===== src/rtl/mips_multicycle_ctrl.sv =====
// mips_multicycle_ctrl: multi-cycle main control FSM for the single-issue MIPS datapath.
// Sequences FETCH/DECODE/EXEC/MEM/WB, handshakes a variable-latency data memory with a
// timeout, counts retired instructions and traps on illegal opcodes or memory timeout.
// Optional feature macro: MIPS_CTRL_JUMP_EN (makes opcode 000010 legal and adds Jump).
module mips_multicycle_ctrl #(
    parameter int unsigned MEM_TIMEOUT = 16,
    parameter int unsigned CNT_W       = 32
) (
    input  logic             clk,
    input  logic             rst,
    input  logic [5:0]       Opcode,
    input  logic             mem_ready,
    output logic             IRWrite,
    output logic             PCWrite,
    output logic             RegDst,
    output logic             RegWrite,
    output logic             ALUSrc,
    output logic             MemRead,
    output logic             MemWrite,
    output logic             MemtoReg,
    output logic             Branch,
    output logic [1:0]       ALUOp,
    output logic [2:0]       state,
    output logic             retire,
    output logic [CNT_W-1:0] instret,
    output logic             trap,
`ifdef MIPS_CTRL_JUMP_EN
    output logic             Jump,
`endif
    output logic [1:0]       trap_cause
);

    typedef enum logic [2:0] {
        S_FETCH  = 3'd0,
        S_DECODE = 3'd1,
        S_EXEC   = 3'd2,
        S_MEM    = 3'd3,
        S_WB     = 3'd4,
        S_TRAP   = 3'd5
    } state_t;

    localparam logic [5:0] OP_RTYPE = 6'b000000;
    localparam logic [5:0] OP_LW    = 6'b100011;
    localparam logic [5:0] OP_SW    = 6'b101011;
    localparam logic [5:0] OP_BEQ   = 6'b000100;
    localparam logic [5:0] OP_ADDI  = 6'b001000;
`ifdef MIPS_CTRL_JUMP_EN
    localparam logic [5:0] OP_J     = 6'b000010;
`endif

    localparam logic [1:0] CAUSE_ILLEGAL = 2'b01;
    localparam logic [1:0] CAUSE_TIMEOUT = 2'b10;

    // Last wait-count value that may still see mem_ready before the access times out.
    localparam logic [7:0] WAIT_LAST = 8'(MEM_TIMEOUT - 1);

    state_t           r_state;
    state_t           w_next;
    logic [5:0]       r_op;
    logic [7:0]       r_wait;
    logic             r_retire;
    logic [CNT_W-1:0] r_instret;
    logic             r_trap;
    logic [1:0]       r_cause;

    logic             w_legal;
    logic             w_is_r;
    logic             w_is_lw;
    logic             w_is_sw;
    logic             w_is_beq;
    logic             w_is_addi;
    logic             w_ir;
    logic             w_pc;
    logic             w_regwrite;
    logic             w_memread;
    logic             w_memwrite;
    logic             w_branch;
    logic             w_complete;
    logic             w_trap_set;
    logic [1:0]       w_trap_code;
    logic             w_sel_en;
    logic             w_regdst;
    logic             w_alusrc;
    logic             w_memtoreg;
    logic [1:0]       w_aluop;
`ifdef MIPS_CTRL_JUMP_EN
    logic             w_is_j;
    logic             w_jump;
`endif

    assign w_is_r    = (r_op == OP_RTYPE);
    assign w_is_lw   = (r_op == OP_LW);
    assign w_is_sw   = (r_op == OP_SW);
    assign w_is_beq  = (r_op == OP_BEQ);
    assign w_is_addi = (r_op == OP_ADDI);
`ifdef MIPS_CTRL_JUMP_EN
    assign w_is_j    = (r_op == OP_J);
`endif

    // Legality check of the incoming opcode, used while in DECODE.
    always_comb begin
        w_legal = 1'b0;
        case (Opcode)
            OP_RTYPE, OP_LW, OP_SW, OP_BEQ, OP_ADDI: w_legal = 1'b1;
`ifdef MIPS_CTRL_JUMP_EN
            OP_J:                                    w_legal = 1'b1;
`endif
            default:                                 w_legal = 1'b0;
        endcase
    end

    // Next-state logic and per-state control strobes.
    always_comb begin
        w_next      = r_state;
        w_ir        = 1'b0;
        w_pc        = 1'b0;
        w_regwrite  = 1'b0;
        w_memread   = 1'b0;
        w_memwrite  = 1'b0;
        w_branch    = 1'b0;
        w_complete  = 1'b0;
        w_trap_set  = 1'b0;
        w_trap_code = 2'b00;
`ifdef MIPS_CTRL_JUMP_EN
        w_jump      = 1'b0;
`endif
        case (r_state)
            S_FETCH: begin
                w_ir   = 1'b1;
                w_next = S_DECODE;
            end
            S_DECODE: begin
                if (w_legal) begin
                    w_next = S_EXEC;
                end else begin
                    w_next      = S_TRAP;
                    w_trap_set  = 1'b1;
                    w_trap_code = CAUSE_ILLEGAL;
                end
            end
            S_EXEC: begin
                if (w_is_beq) begin
                    w_branch   = 1'b1;
                    w_pc       = 1'b1;
                    w_complete = 1'b1;
                    w_next     = S_FETCH;
                end
`ifdef MIPS_CTRL_JUMP_EN
                else if (w_is_j) begin
                    w_jump     = 1'b1;
                    w_pc       = 1'b1;
                    w_complete = 1'b1;
                    w_next     = S_FETCH;
                end
`endif
                else if (w_is_lw || w_is_sw) begin
                    w_next = S_MEM;
                end else if (w_is_r || w_is_addi) begin
                    w_next = S_WB;
                end else begin
                    w_next      = S_TRAP;
                    w_trap_set  = 1'b1;
                    w_trap_code = CAUSE_ILLEGAL;
                end
            end
            S_MEM: begin
                w_memread  = w_is_lw;
                w_memwrite = w_is_sw;
                if (mem_ready) begin
                    if (w_is_lw) begin
                        w_next = S_WB;
                    end else begin
                        w_pc       = 1'b1;
                        w_complete = 1'b1;
                        w_next     = S_FETCH;
                    end
                end else if (r_wait == WAIT_LAST) begin
                    w_next      = S_TRAP;
                    w_trap_set  = 1'b1;
                    w_trap_code = CAUSE_TIMEOUT;
                end
            end
            S_WB: begin
                w_regwrite = 1'b1;
                w_pc       = 1'b1;
                w_complete = 1'b1;
                w_next     = S_FETCH;
            end
            S_TRAP: begin
                w_next = S_TRAP;
            end
            default: begin
                w_next      = S_TRAP;
                w_trap_set  = 1'b1;
                w_trap_code = CAUSE_ILLEGAL;
            end
        endcase
    end

    // Datapath mux selects, derived from the latched opcode and held from EXEC to the end.
    always_comb begin
        w_sel_en   = (r_state == S_EXEC) || (r_state == S_MEM) || (r_state == S_WB);
        w_regdst   = w_sel_en & w_is_r;
        w_alusrc   = w_sel_en & (w_is_lw | w_is_sw | w_is_addi);
        w_memtoreg = w_sel_en & w_is_lw;
        w_aluop    = 2'b00;
        if (w_sel_en) begin
            if (w_is_r) begin
                w_aluop = 2'b10;
            end else if (w_is_beq) begin
                w_aluop = 2'b01;
            end
        end
    end

    // State register.
    always_ff @(posedge clk) begin
        if (rst) begin
            r_state <= S_FETCH;
        end else begin
            r_state <= w_next;
        end
    end

    // Opcode latch, memory wait counter, retire pulse/counter and sticky trap.
    always_ff @(posedge clk) begin
        if (rst) begin
            r_op      <= '0;
            r_wait    <= '0;
            r_retire  <= 1'b0;
            r_instret <= '0;
            r_trap    <= 1'b0;
            r_cause   <= 2'b00;
        end else begin
            if (r_state == S_DECODE) begin
                r_op <= Opcode;
            end
            if ((r_state == S_MEM) && !mem_ready) begin
                r_wait <= r_wait + 8'd1;
            end else begin
                r_wait <= '0;
            end
            r_retire <= w_complete;
            if (w_complete) begin
                r_instret <= r_instret + CNT_W'(1);
            end
            if (w_trap_set) begin
                r_trap  <= 1'b1;
                r_cause <= w_trap_code;
            end
        end
    end

    // Control strobes are forced low while rst is held, so a reset cycle issues no writes.
    assign IRWrite    = w_ir       & ~rst;
    assign PCWrite    = w_pc       & ~rst;
    assign RegDst     = w_regdst   & ~rst;
    assign RegWrite   = w_regwrite & ~rst;
    assign ALUSrc     = w_alusrc   & ~rst;
    assign MemRead    = w_memread  & ~rst;
    assign MemWrite   = w_memwrite & ~rst;
    assign MemtoReg   = w_memtoreg & ~rst;
    assign Branch     = w_branch   & ~rst;
    assign ALUOp      = rst ? 2'b00 : w_aluop;
`ifdef MIPS_CTRL_JUMP_EN
    assign Jump       = w_jump     & ~rst;
`endif
    assign state      = r_state;
    assign retire     = r_retire;
    assign instret    = r_instret;
    assign trap       = r_trap;
    assign trap_cause = r_cause;

endmodule


===== config.mk =====
export PLATFORM = sky130hd
export DESIGN_NAME = mips_multicycle_ctrl
export DESIGN_NICKNAME = d
export VERILOG_FILES = /design/src/rtl/mips_multicycle_ctrl.sv
export SDC_FILE = /design/constraint.sdc
export NUM_CORES = 1
export LEC_CHECK = 0
export BUFFER_PORTS_ARGS = -buffer_cell sky130_fd_sc_hd__buf_2
export CELL_PAD_IN_SITES_DETAIL_PLACEMENT = 0
export CELL_PAD_IN_SITES_GLOBAL_PLACEMENT = 1
export CORE_MARGIN = 4
export CORE_UTILIZATION = 25
export CTS_BUF_LIST = sky130_fd_sc_hd__clkbuf_4 sky130_fd_sc_hd__clkbuf_8
export DETAILED_ROUTE_END_ITERATION = 10
export PLACE_DENSITY = 0.64
export SLEW_MARGIN = 30
export SYNTH_ARGS = -nofsm -noshare
export SYNTH_HDL_FRONTEND = slang
export SYNTH_SLANG_ARGS = --single-unit

===== constraint.sdc =====
create_clock -name clk -period 6.4 [get_ports clk]
set_input_delay 1.28 -clock clk [delete_from_list [all_inputs] [get_ports clk]]
set_output_delay 1.28 -clock clk [all_outputs]
set_load 0.02 [all_outputs]

* Word level (Yosys, flattened, before mapping)
Index checks and enable logic that the tools add are counted.
** Storage, ports and cells
- Input bits :: 9
- Logic and storage cells :: 88
- Register bits after elaboration :: 53
- Output and inout bits :: 50
** Cells by class
- Bitwise operators :: 16
- Mux-type cells :: 36
- Eq/ne operators :: 15
- Add/subtract/negate cells :: 2
- Reduce and logical (&&, ||, !) cells :: 12
** Operators by type and width (count)
- 32-bit by 1-bit adder with 32-bit output (second input constant) :: 1
- 6-bit == test (second input constant) :: 4
- 1-bit two-way mux :: 21
- 3-bit two-way mux :: 6
- 3-bit one-hot mux with 5 select lines :: 1
- 1-bit bitwise AND :: 12
- 6-bit by 3-bit == test with 1-bit output (second input constant) :: 2
- 6-bit by 4-bit == test with 1-bit output (second input constant) :: 2
- 6-bit logical NOT :: 2
- 2-bit two-way mux :: 5
- 8-bit by 1-bit adder with 8-bit output (second input constant) :: 1
- 8-bit by 4-bit == test with 1-bit output (second input constant) :: 1
- 2-bit one-hot mux with 4 select lines :: 1
- 3-bit by 2-bit == test with 1-bit output (second input constant) :: 2
- 3-bit == test (second input constant) :: 2
- 5-bit OR reduction :: 1
- 1-bit logical OR :: 4
- 1-bit one-hot mux with 4 select lines :: 1
- 3-bit by 1-bit == test with 1-bit output (second input constant) :: 1
- 3-bit logical NOT :: 1
- 3-bit inequality test (second input constant) :: 1
- 1-bit one-hot mux with 3 select lines :: 1
- 3-bit OR reduction :: 1
- 1-bit NOT :: 2
- 4 further kinds :: 5

* Longest topological paths before layout
Gate-level depths: netlist of the first run.
- Depth in word-level cells :: 6
- Gate-level depth with buffers :: 8
- Gate-level depth less buffers :: 6

* Worst setup path after synthesis of the first run
No wires, ideal clock.
- Kind :: input-to-output
- Start point :: input port rst
- End point :: output port ALUSrc
- Data required time :: 5120 ps
- Setup slack :: 2403 ps
- Arrival :: 2717 ps
- Cell stages on the path :: 4
- Buffers on the path :: 1
- Cell sequence :: clkbuf_1 inv_1 nand2_1 a2111oi_0
** On the way
- Longest elaborated chain between the ends :: 2
** RTL lines
- from (decl) :: line 10 : input logic rst,
- 1-bit NOT :: line 259 : assign ALUSrc = w_alusrc & ~rst;
- 1-bit bitwise AND :: line 259
- to (decl) :: line 17 : output logic ALUSrc,
Every way passes these cells.

* Worst setup path after layout of the first run
- Start point :: input port rst
- End point :: output port RegDst
** On the way
- Longest elaborated chain between the ends :: 2
** RTL lines
- 1-bit NOT :: line 257 : assign RegDst = w_regdst & ~rst;
- 1-bit bitwise AND :: line 257
- to (decl) :: line 15 : output logic RegDst,
Every way passes these cells.

==> load_flow_metrics.sql, run 1 <==
INSERT INTO impl_metrics (metric_group, metric, value, unit) VALUES
('critical_path', 'critical_path.slowest_cell', 'nor4_1', ''),
('placement', 'gp_congestion', '0.749', ''),
('logic_synthesis', 'ys_ff_latch', '53', ''),
('logic_synthesis', 'asyncSetResetFlopFracSynth', '0', ''),
('logic_synthesis', 'synthesis.yosys.warnings', '0', ''),
('pwr', 'power_density', '191', 'mW/mm^2'),
('routing', 'drt-total-wl', '7000', 'um'),
('routing', 'drt_first_iter_violations', '90', ''),
('grt', 'grt_overflow', '0', ''),
('routing', 'first_pass_iters', '4', ''),
('final_layout', 'fin_nets', '376', ''),
('die', 'placementRows', '37', ''),
('grt', 'grt_pass1_wl', '11700', 'um'),
('clocking', 'clkSlewWorstSetupHoldPaths', '0.09', 'ns'),
('min_path', 'worst_hold_path_type', 'reg2reg', ''),
('final_layout', 'finished_layout_cell_area', '0.00311', 'mm^2'),
('placement', 'numPortBuffers', '58', ''),
('timing', 'report.final.setup_viol', '0', ''),
('clocking', 'cts_resized', '0', ''),
('routing', 'drc', '0', ''),
('final_layout', 'layout-area-overhead-vs-synth', '19.1', '%'),
('die', 'number_of_primary_i_o_pins', '59', ''),
('critical_path', 'crit_path_frequent_cell', 'buf_2', ''),
('critical_path', 'worst_setup_path_end_kind', 'output port', ''),
('timing', 'worst_hold_margin', '0.448', 'ns'),
('timing', 'finalMaxSlewViolations', '0', ''),
('clocking', 'h-tree-depth', '2', ''),
('final_layout', 'multiInputGateArea', '0.00145', 'mm^2'),
('critical_path', 'worst-path-buf-inv', '3', ''),
('critical_path', 'critPathKind', 'in2out', ''),
('routing', 'vias', '2493', ''),
('logic_synthesis', 'synth_top_family_by_area', 'simple AND/OR/NAND/NOR gates', ''),
('clocking', 'numCtsBuffers', '5', ''),
('critical_path', 'worstPathRequired', '5.12', 'ns'),
('logic_synthesis', 'synth_compound_area_frac', '0.168', ''),
('logic_synthesis', 'instance_count_of_the_mapped_netlist', '313', ''),
('timing', 'unrepaired_setup_endpoints_after_global_routing', 'false', ''),
('logic_synthesis', 'synth-main-ff-cell', 'dfxtp_1', ''),
('logic_synthesis', 'synth_fp_nets', '324', ''),
('die', 'initial_core_util', '0.255', ''),
('final_layout', 'fin_cells', '501', ''),
('routing', 'routedWlPerCell', '14.0', 'um'),
('critical_path', 'r2r_end', 'instret[26]', ''),
('logic_synthesis', 'ys_seq_area_frac', '0.407', ''),
('grt', 'antenna_violations_before_repair', '0', ''),
('placement', 'place_hpwl', '5040', 'um'),
('clocking', 'worstSkewPairLatency', '0.30', 'ns'),
('clocking', 'cts_hold_buf', '0', ''),
('routing', 'avg_vias_per_cell', '4.98', ''),
('grt', 'grt_pass1_vias', '2348', ''),
('clocking', 'tritoncts_num_sinks', '53', ''),
('die', 'dieArea', '0.0121', 'mm^2'),
('critical_path', 'ff2ff_setup_slack', '3.84', 'ns'),
('outcome', 'result_of_the_run', 'complete, no violations', ''),
('critical_path', 'start_kind', 'input port', ''),
('placement', 'cell_count_after_placement', '494', ''),
('grt', 'grt_usage', '0.120', ''),
('critical_path', 'number_of_cells_on_the_worst_reg_to_reg_path', '5', ''),
('timing', 'worst_slew_pin_slew', '0.781', 'ns'),
('grt', 'grt_max_degree', '51', ''),
('logic_synthesis', 'synth-edff-count', '0', ''),
('logic_synthesis', 'post_synth_xor_area_fraction', '0.0269', ''),
('logic_synthesis', 'yosys.area_share.adder', '0.00960', ''),
('die', 'die_y', '110', 'um'),
('critical_path', 'reg2reg_from', 'state[0]', ''),
('critical_path', 'worst_path_dominant_cell_family', 'simple AND/OR/NAND/NOR gates', ''),
('timing', 'timing.final.crit_period', '3.83', 'ns'),
('final_layout', 'filler_cell_count', '1104', ''),
('routing', 'antenna_left', '0', ''),
('job', 'maxCapViolCount', '0', ''),
('final_layout', 'layout.area.seq', '0.00106', 'mm^2');
[worst max-delay path by stage]
stage | from | to
global route | rst | RegDst
detailed placement | rst | RegDst
global placement | rst | RegDst
CTS | rst | RegDst
finish | rst | RegDst
floorplan | rst | ALUSrc
[cells in the final DEF (no fill, tap or decap), types with 7 or more instances in the layout]
cell type,netlist,routed
or4_1,12,12
dfxtp_1,53,53
a21oi_1,23,23
mux2i_1,7,7
o21ai_0,19,19
buf_2,0,58
nand2_1,30,30
inv_1,8,8
or3_1,20,20
nor2_1,25,25
nand3_1,13,13
[registers in the layout, summed over array words and instances (netlist names)]
name / flops
instret: 32
r_op: 6
trap_cause: 2
r_wait: 8
trap: 1
retire: 1
state: 3
[power by group]
part	switching [mW]	total [mW]	internal (mW)
Combinational	0.0312	0.0504	0.0192
Clock	0.108	0.199	0.0905
Sequential	0.00940	0.345	0.335
Total	0.149	0.594	0.445
[area by class of cell]
cell class | instances | area share
repair buffers | 60 | 0.0983
flip-flops and latches | 53 | 0.342
well taps | 136 | 0.0548
multi-input cells | 237 | 0.467
clock buffers | 7 | 0.0290
inverters | 8 | 0.00967
[metal layers]
metal / global-route usage / vias to the layer above / wire [um]
met5: 0 / - / 0
met4: 0.0290 / 0 / 79
met3: 0.0210 / 6 / 237
met1: 0.164 / 1186 / 3490
li1: - / 1263 / -
met2: 0.195 / 38 / 3200
[logic make-up after synthesis]
logic type / after synthesis
DFF: 53
and+or+nand+nor: 148
muxes: 10
buffers and inverters: 23
adders and majority gates: 2
xor gates and xnor gates: 8
AOI/OAI and AO/OA: 69
[Yosys cell counts (2+ instances only)]
cell type	instances	share of area
dfxtp_1	53	0.41
nand2_1	30	0.043
nor2_1	25	0.036
a21oi_1	23	0.044
or3_1	20	0.048
o21ai_0	19	0.036
nand3_1	13	0.025
or4_1	12	0.035
clkbuf_1	11	0.016
inv_1	8	0.012
mux2i_1	7	0.027
and3_1	6	0.014
nor2b_1	6	0.014
nor3_1	6	0.012
nor4_1	6	0.014
o211ai_1	6	0.017
nand2b_1	5	0.012
nand4_1	5	0.012
o31ai_1	4	0.012
xnor2_1	4	0.013
xor2_1	4	0.013
mux2_2	3	0.013
a2111oi_0	2	0.0067
a31oi_1	2	0.0048
and4_1	2	0.0067
buf_1	2	0.0029
ha_1	2	0.0096
nand3b_1	2	0.0058
nand4b_1	2	0.0067
o311ai_0	2	0.0067
o32a_1	2	0.0077
o41ai_1	2	0.0067
or2_2	2	0.0048
No activity file was read; power rests on OpenSTA's default activity.
==> run 2: changes to the inputs <==
- PLACE_DENSITY: 0.64 -> 0.66
- clock period: 6.4 -> 3.2 ns (I/O delays scaled with it)
==> run 2 against run 1 <==
  * Die area unchanged
  * Worst hold slack lost 0.0065 ns
  * Sequential share of layout area fell by 0.21 points
  * Register-to-register slack got worse by 3.1 ns
  * Combinational power up 120%
  * Sequential power grew 99%
  * Via count increased by 1.2%
  * Clock skew up 0.0039 ns
  * Final cell count up 0.80%
  * Routed wire length rose by 1.0%
  * First-iteration DRC count up 12%
  * Clock-buffer cell count decreased by 2
  * Largest cell class unchanged
  * Largest power group unchanged
==> load_flow_metrics.sql, run 2 (same netlist as run 1, synthesis figures left out) <==
INSERT INTO impl_metrics (metric_group, metric, value, unit) VALUES
('outcome', 'result_of_the_run', 'complete, no violations', ''),
('final_layout', 'mostFrequentLayoutCell', 'buf_2', ''),
('placement', 'place_hpwl', '5140', 'um'),
('timing', 'worst_slew_pin_slew', '0.691', 'ns'),
('critical_path', 'worst_setup_path_end_kind', 'output port', ''),
('pwr', 'p_total', '1.18', 'mW'),
('routing', 'routedWlPerCell', '14.0', 'um'),
('timing', 'fin_crit_share', '0.859', ''),
('critical_path', 'start_kind', 'flop', ''),
('grt', 'grt_overflow', '0', ''),
('critical_path', 'ff2ff_setup_slack', '0.70', 'ns'),
('clocking', 'h-tree-depth', '2', ''),
('critical_path', 'cp.arrival', '2.11', 'ns'),
('clocking', 'cts_hold_buf', '0', ''),
('clocking', 'cts.root.buffer_cell', 'clkbuf_8', ''),
('final_layout', 'n_antenna_cell', '0', ''),
('final_layout', 'fin_nets', '379', ''),
('placement', 'numPortBuffers', '58', ''),
('min_path', 'worst_hold_path_type', 'reg2reg', ''),
('timing', 'worst_hold_margin', '0.441', 'ns'),
('final_layout', 'mostFrequentLayoutCells', '58 x buf_2, 53 x dfxtp_1, 30 x nand2_1', ''),
('final_layout', 'filler_cell_count', '1104', ''),
('final_layout', 'number_of_flip_flops_in_the_largest_register', '32', ''),
('routing', 'drt_first_iter_violations', '101', ''),
('timing', 'timing.setup.tns', '0', 'ns'),
('timing', 'finalMaxSlewViolations', '0', ''),
('grt', 'grt_pass1_vias', '2340', ''),
('grt', 'grt_usage', '0.119', ''),
('clocking', 'numCtsBuffers', '5', ''),
('critical_path', 'path_cells', 'or4_4, o41a_1, o22a_1, nor2_1, buf_2', ''),
('final_layout', 'drive_above_1_share', '0.214', ''),
('clocking', 'worstSkewPairLatency', '0.31', 'ns'),
('pwr', 'power_density', '378', 'mW/mm^2'),
('grt', 'antenna_violations_before_repair', '0', ''),
('critical_path', 'worstPathMaxFanout', '7', ''),
('routing', 'first_pass_iters', '4', ''),
('clocking', 'cts_setup_buffers', '0', ''),
('die', 'die_y', '110', 'um'),
('clocking', 'clkSlewWorstSetupHoldPaths', '0.10', 'ns'),
('grt', 'grt_pass1_wl', '11600', 'um'),
('routing', 'antenna_left', '0', ''),
('placement', 'cell_count_after_placement', '497', ''),
('timing', 'timing.max_slew.rel_slack', '0.539', ''),
('die', 'dieArea', '0.0121', 'mm^2'),
('timing', 'final.setup.worst_slack', '0.450', 'ns'),
('critical_path', 'worstPathRequired', '2.56', 'ns'),
('routing', 'drc', '0', ''),
('final_layout', 'finished_layout_cell_area', '0.00312', 'mm^2'),
('routing', 'vias', '2522', ''),
('critical_path', 'critical_path.max_stage_delay', '0.51', 'ns'),
('placement', 'gp_congestion', '0.764', ''),
('die', 'chipWidth', '110', 'um'),
('timing', 'timing.final.crit_period', '2.75', 'ns'),
('timing', 'report.final.setup_viol', '0', ''),
('grt', 'grt_max_degree', '31', ''),
('clocking', 'cts_resized', '0', ''),
('die', 'core', '0.0102', 'mm^2'),
('final_layout', 'utilization_after_layout', '0.305', ''),
('pwr', 'power.static_leakage', '1.21', 'nW'),
('critical_path', 'critPathKind', 'reg2out', ''),
('clocking', 'cts_buffer_depth', '2', ''),
('pwr', 'worst_ir_drop_vdd', '0.000156', 'V'),
('routing', 'drt-total-wl', '7070', 'um'),
('final_layout', 'fin_cells', '505', ''),
('final_layout', 'layout-area-overhead-vs-synth', '19.8', '%'),
('clocking', 'cts_tree', 'yes', ''),
('critical_path', 'critical_path.slowest_cell', 'or4_4', ''),
('die', 'placementRows', '37', ''),
('placement', 'placement.cell_area', '0.00304', 'mm^2'),
('timing', 'final.setup_skew', '0.00877', 'ns'),
('routing', 'avg_vias_per_cell', '4.99', ''),
('timing', 'finalHoldViolations', '0', ''),
('die', 'initial_core_util', '0.255', ''),
('die', 'number_of_primary_i_o_pins', '59', ''),
('job', 'maxCapViolCount', '0', ''),
('clocking', 'tritoncts_num_sinks', '53', ''),
('timing', 'max_freq', '364', 'MHz'),
('timing', 'unrepaired_setup_endpoints_after_global_routing', 'false', ''),
('placement', 'post-place-ws', '0.633', 'ns');
## run 2: final cells by class
type	count	area (um^2)	area share
multi-input combinational	237	1450	0.464
sequential	53	1060	0.340
timing repair buffer	63	328	0.105
tap	136	170	0.0545
clock buffer	5	68.8	0.0220
inverter	8	30.0	0.00961
clock inverter	3	17.5	0.00561
## run 2: path summary, 6_finish.rpt
kind,startpoint,endpoint,cells past startpoint
setup reg to reg,r_op[3],instret[26],5
hold reg to reg,r_wait[0],r_wait[0],1
setup / recovery,r_op[3],PCWrite,5
hold / removal,r_wait[0],r_wait[0],1
## run 2: critical path: cells and delay by family, from the launching register on
family | cells | cell delay (ns)
flip-flops | 1 | 0.39
AO/OA/AOI/OAI | 2 | 0.61
AND/OR/NAND/NOR | 2 | 0.62
buffers and inverters | 1 | 0.18
## run 2: metal layers
layer | track usage | up-vias | share of wire
li1 | - | 1271 | -
met4 | 0.0493 | 0 | 0.021
met3 | 0.0169 | 11 | 0.038
met1 | 0.165 | 1187 | 0.49
met2 | 0.187 | 53 | 0.45
met5 | 0 | - | 0
## run 2: where the power goes
group	internal, mW	switching (mW)	total (mW)
clock	0.152	0.236	0.388
sequential	0.671	0.0138	0.685
combinational	0.0415	0.0674	0.109
==> run 3: changes to the inputs <==
--- a/config.mk
+++ b/config.mk
@@ -14,2 +14,3 @@
 export DETAILED_ROUTE_END_ITERATION = 10
+export GPL_TIMING_DRIVEN = 0
 export PLACE_DENSITY = 0.66
==> constraint.sdc (replaced) <==
create_clock -name clk -period 3.2 [get_ports clk]
set_input_delay 0.16 -clock clk [delete_from_list [all_inputs] [get_ports clk]]
set_output_delay 0.16 -clock clk [all_outputs]
set_load 0.005 [all_outputs]
==> run 3 against run 2 <==
  * Critical path depth rose by 2
  * Highest routed layer unchanged
  * Setup slack got worse by 0.062 ns
  * Clock power barely moved
==> load_flow_metrics.sql, run 3 (same netlist as run 1, synthesis figures left out) <==
INSERT INTO impl_metrics (metric_group, metric, value, unit) VALUES
('pwr', 'power_density', '371', 'mW/mm^2'),
('die', 'core', '0.0102', 'mm^2'),
('critical_path', 'start_kind', 'flop', ''),
('final_layout', 'mostFrequentLayoutCell', 'buf_2', ''),
('critical_path', 'cp.arrival', '3.04', 'ns'),
('routing', 'routedWlPerCell', '14.1', 'um'),
('timing', 'final.setup_skew', '0.0102', 'ns'),
('timing', 'worst_hold_margin', '0.116', 'ns'),
('clocking', 'worstSkewPairLatency', '0.31', 'ns'),
('timing', 'worst_slew_pin_slew', '0.607', 'ns'),
('timing', 'fin_crit_share', '0.879', ''),
('routing', 'drt-total-wl', '7260', 'um'),
('die', 'number_of_primary_i_o_pins', '59', ''),
('final_layout', 'drive_above_1_share', '0.201', ''),
('timing', 'unrepaired_setup_endpoints_after_global_routing', 'false', ''),
('final_layout', 'number_of_flip_flops_in_the_largest_register', '32', ''),
('clocking', 'h-tree-depth', '2', ''),
('timing', 'finalMaxSlewViolations', '0', ''),
('placement', 'place_hpwl', '5460', 'um'),
('grt', 'grt_pass1_vias', '2347', ''),
('critical_path', 'worstPathRequired', '3.43', 'ns'),
('die', 'dieArea', '0.0121', 'mm^2'),
('clocking', 'cts_tree', 'yes', ''),
('grt', 'grt_max_degree', '16', ''),
('routing', 'drt_first_iter_violations', '112', ''),
('pwr', 'power.static_leakage', '1.21', 'nW'),
('timing', 'timing.setup.tns', '0', 'ns'),
('routing', 'avg_vias_per_cell', '4.97', ''),
('placement', 'gp_congestion', '0.750', ''),
('final_layout', 'fin_nets', '389', ''),
('timing', 'report.final.setup_viol', '0', ''),
('critical_path', 'worst_setup_path_end_kind', 'flop', ''),
('routing', 'antenna_left', '0', ''),
('clocking', 'cts_setup_buffers', '0', ''),
('placement', 'numPortBuffers', '58', ''),
('final_layout', 'mostFrequentLayoutCells', '58 x buf_2, 53 x dfxtp_1, 30 x nand2_1', ''),
('grt', 'grt_pass1_wl', '11900', 'um'),
('timing', 'timing.max_slew.rel_slack', '0.595', ''),
('routing', 'drc', '0', ''),
('routing', 'vias', '2559', ''),
('clocking', 'numCtsBuffers', '5', ''),
('pwr', 'worst_ir_drop_vdd', '0.000183', 'V'),
('clocking', 'cts_resized', '0', ''),
('critical_path', 'critPathKind', 'reg2reg', ''),
('clocking', 'cts_buffer_depth', '2', ''),
('job', 'maxCapViolCount', '0', ''),
('clocking', 'cts.root.buffer_cell', 'clkbuf_8', ''),
('final_layout', 'layout-area-overhead-vs-synth', '21.0', '%'),
('clocking', 'tritoncts_num_sinks', '53', ''),
('clocking', 'clkSlewWorstSetupHoldPaths', '0.10', 'ns'),
('routing', 'first_pass_iters', '4', ''),
('critical_path', 'worstPathMaxFanout', '10', ''),
('final_layout', 'n_antenna_cell', '0', ''),
('die', 'die_y', '110', 'um'),
('grt', 'grt_overflow', '0', ''),
('die', 'chipWidth', '110', 'um'),
('timing', 'timing.final.crit_period', '2.81', 'ns'),
('min_path', 'worst_hold_path_type', 'in2reg', ''),
('timing', 'max_freq', '356', 'MHz'),
('die', 'initial_core_util', '0.255', ''),
('grt', 'antenna_violations_before_repair', '0', ''),
('outcome', 'result_of_the_run', 'complete, no violations', ''),
('grt', 'grt_usage', '0.123', ''),
('timing', 'finalHoldViolations', '0', ''),
('die', 'placementRows', '37', ''),
('clocking', 'cts_hold_buf', '0', '');
==> run 3: changes by cell type in the layout (fill, tap and decap cells not counted), sizes merged <==
cell      change
buf           -1
clkbuf       +12
clkinvlp      -1
==> run 3: power breakdown <==
group / switching, mW / internal (mW) / total (mW)
Clock: 0.224 / 0.161 / 0.385
Combinational: 0.0583 / 0.0405 / 0.0988
Sequential: 0.0144 / 0.671 / 0.685
Total: 0.296 / 0.873 / 1.17
==> run 3: final timing paths <==
kind,start,end,slack [ns],depth (start not counted)
worst max-delay path,r_op[2],instret[30],0.39,7
worst min-delay path,Opcode[4],r_op[4],0.12,3
worst max register to register,r_op[2],instret[30],0.39,7
worst min register to register,r_wait[0],r_wait[0],0.45,1
==> run 3: area by class of cell <==
type                            count  area (um^2)
Clock buffer                        6         76.3
Clock inverter                      2         10.0
Timing Repair Buffer               58          290
Inverter                            8         30.0
Buffer                             15         67.6
Fill cell                        1125         7080
Sequential cell                    53         1060
Tap cell                          136          170
Multi-Input combinational cell    237         1450
==> run 3: metal layers <==
metal / GRT usage / wire, um / vias up / share of wire
met1: 0.177 / 3580 / 1205 / 0.49
met3: 0.0210 / 303 / 4 / 0.042
li1: - / - / 1299 / -
met2: 0.195 / 3320 / 51 / 0.46
met4: 0.0264 / 57 / 0 / 0.0078
met5: 0 / 0 / - / 0
==> run 3: metrics by stage <==
stage	total power, mW	cell area [um^2]	worst slack (ns)	utilization	std cells
after floorplan	0.761	2610	0.999	-	313
after global placement	0.800	3070	0.376	0.300	507
after detailed placement	0.800	3070	0.339	0.300	507
after CTS	1.19	3150	0.289	0.308	515
after global routing	1.22	3150	0.0939	0.308	515
final	1.17	3150	0.387	0.308	515
==> run 3: critical path, cell delays in order, from the launching register on <==
cell	delay (ns)
dfxtp_1	0.37
or3_1	0.40
o21ai_0	0.44
o32a_1	0.32
clkbuf_1	0.41
clkbuf_1	0.48
o21ai_0	0.18
a21oi_1	0.14
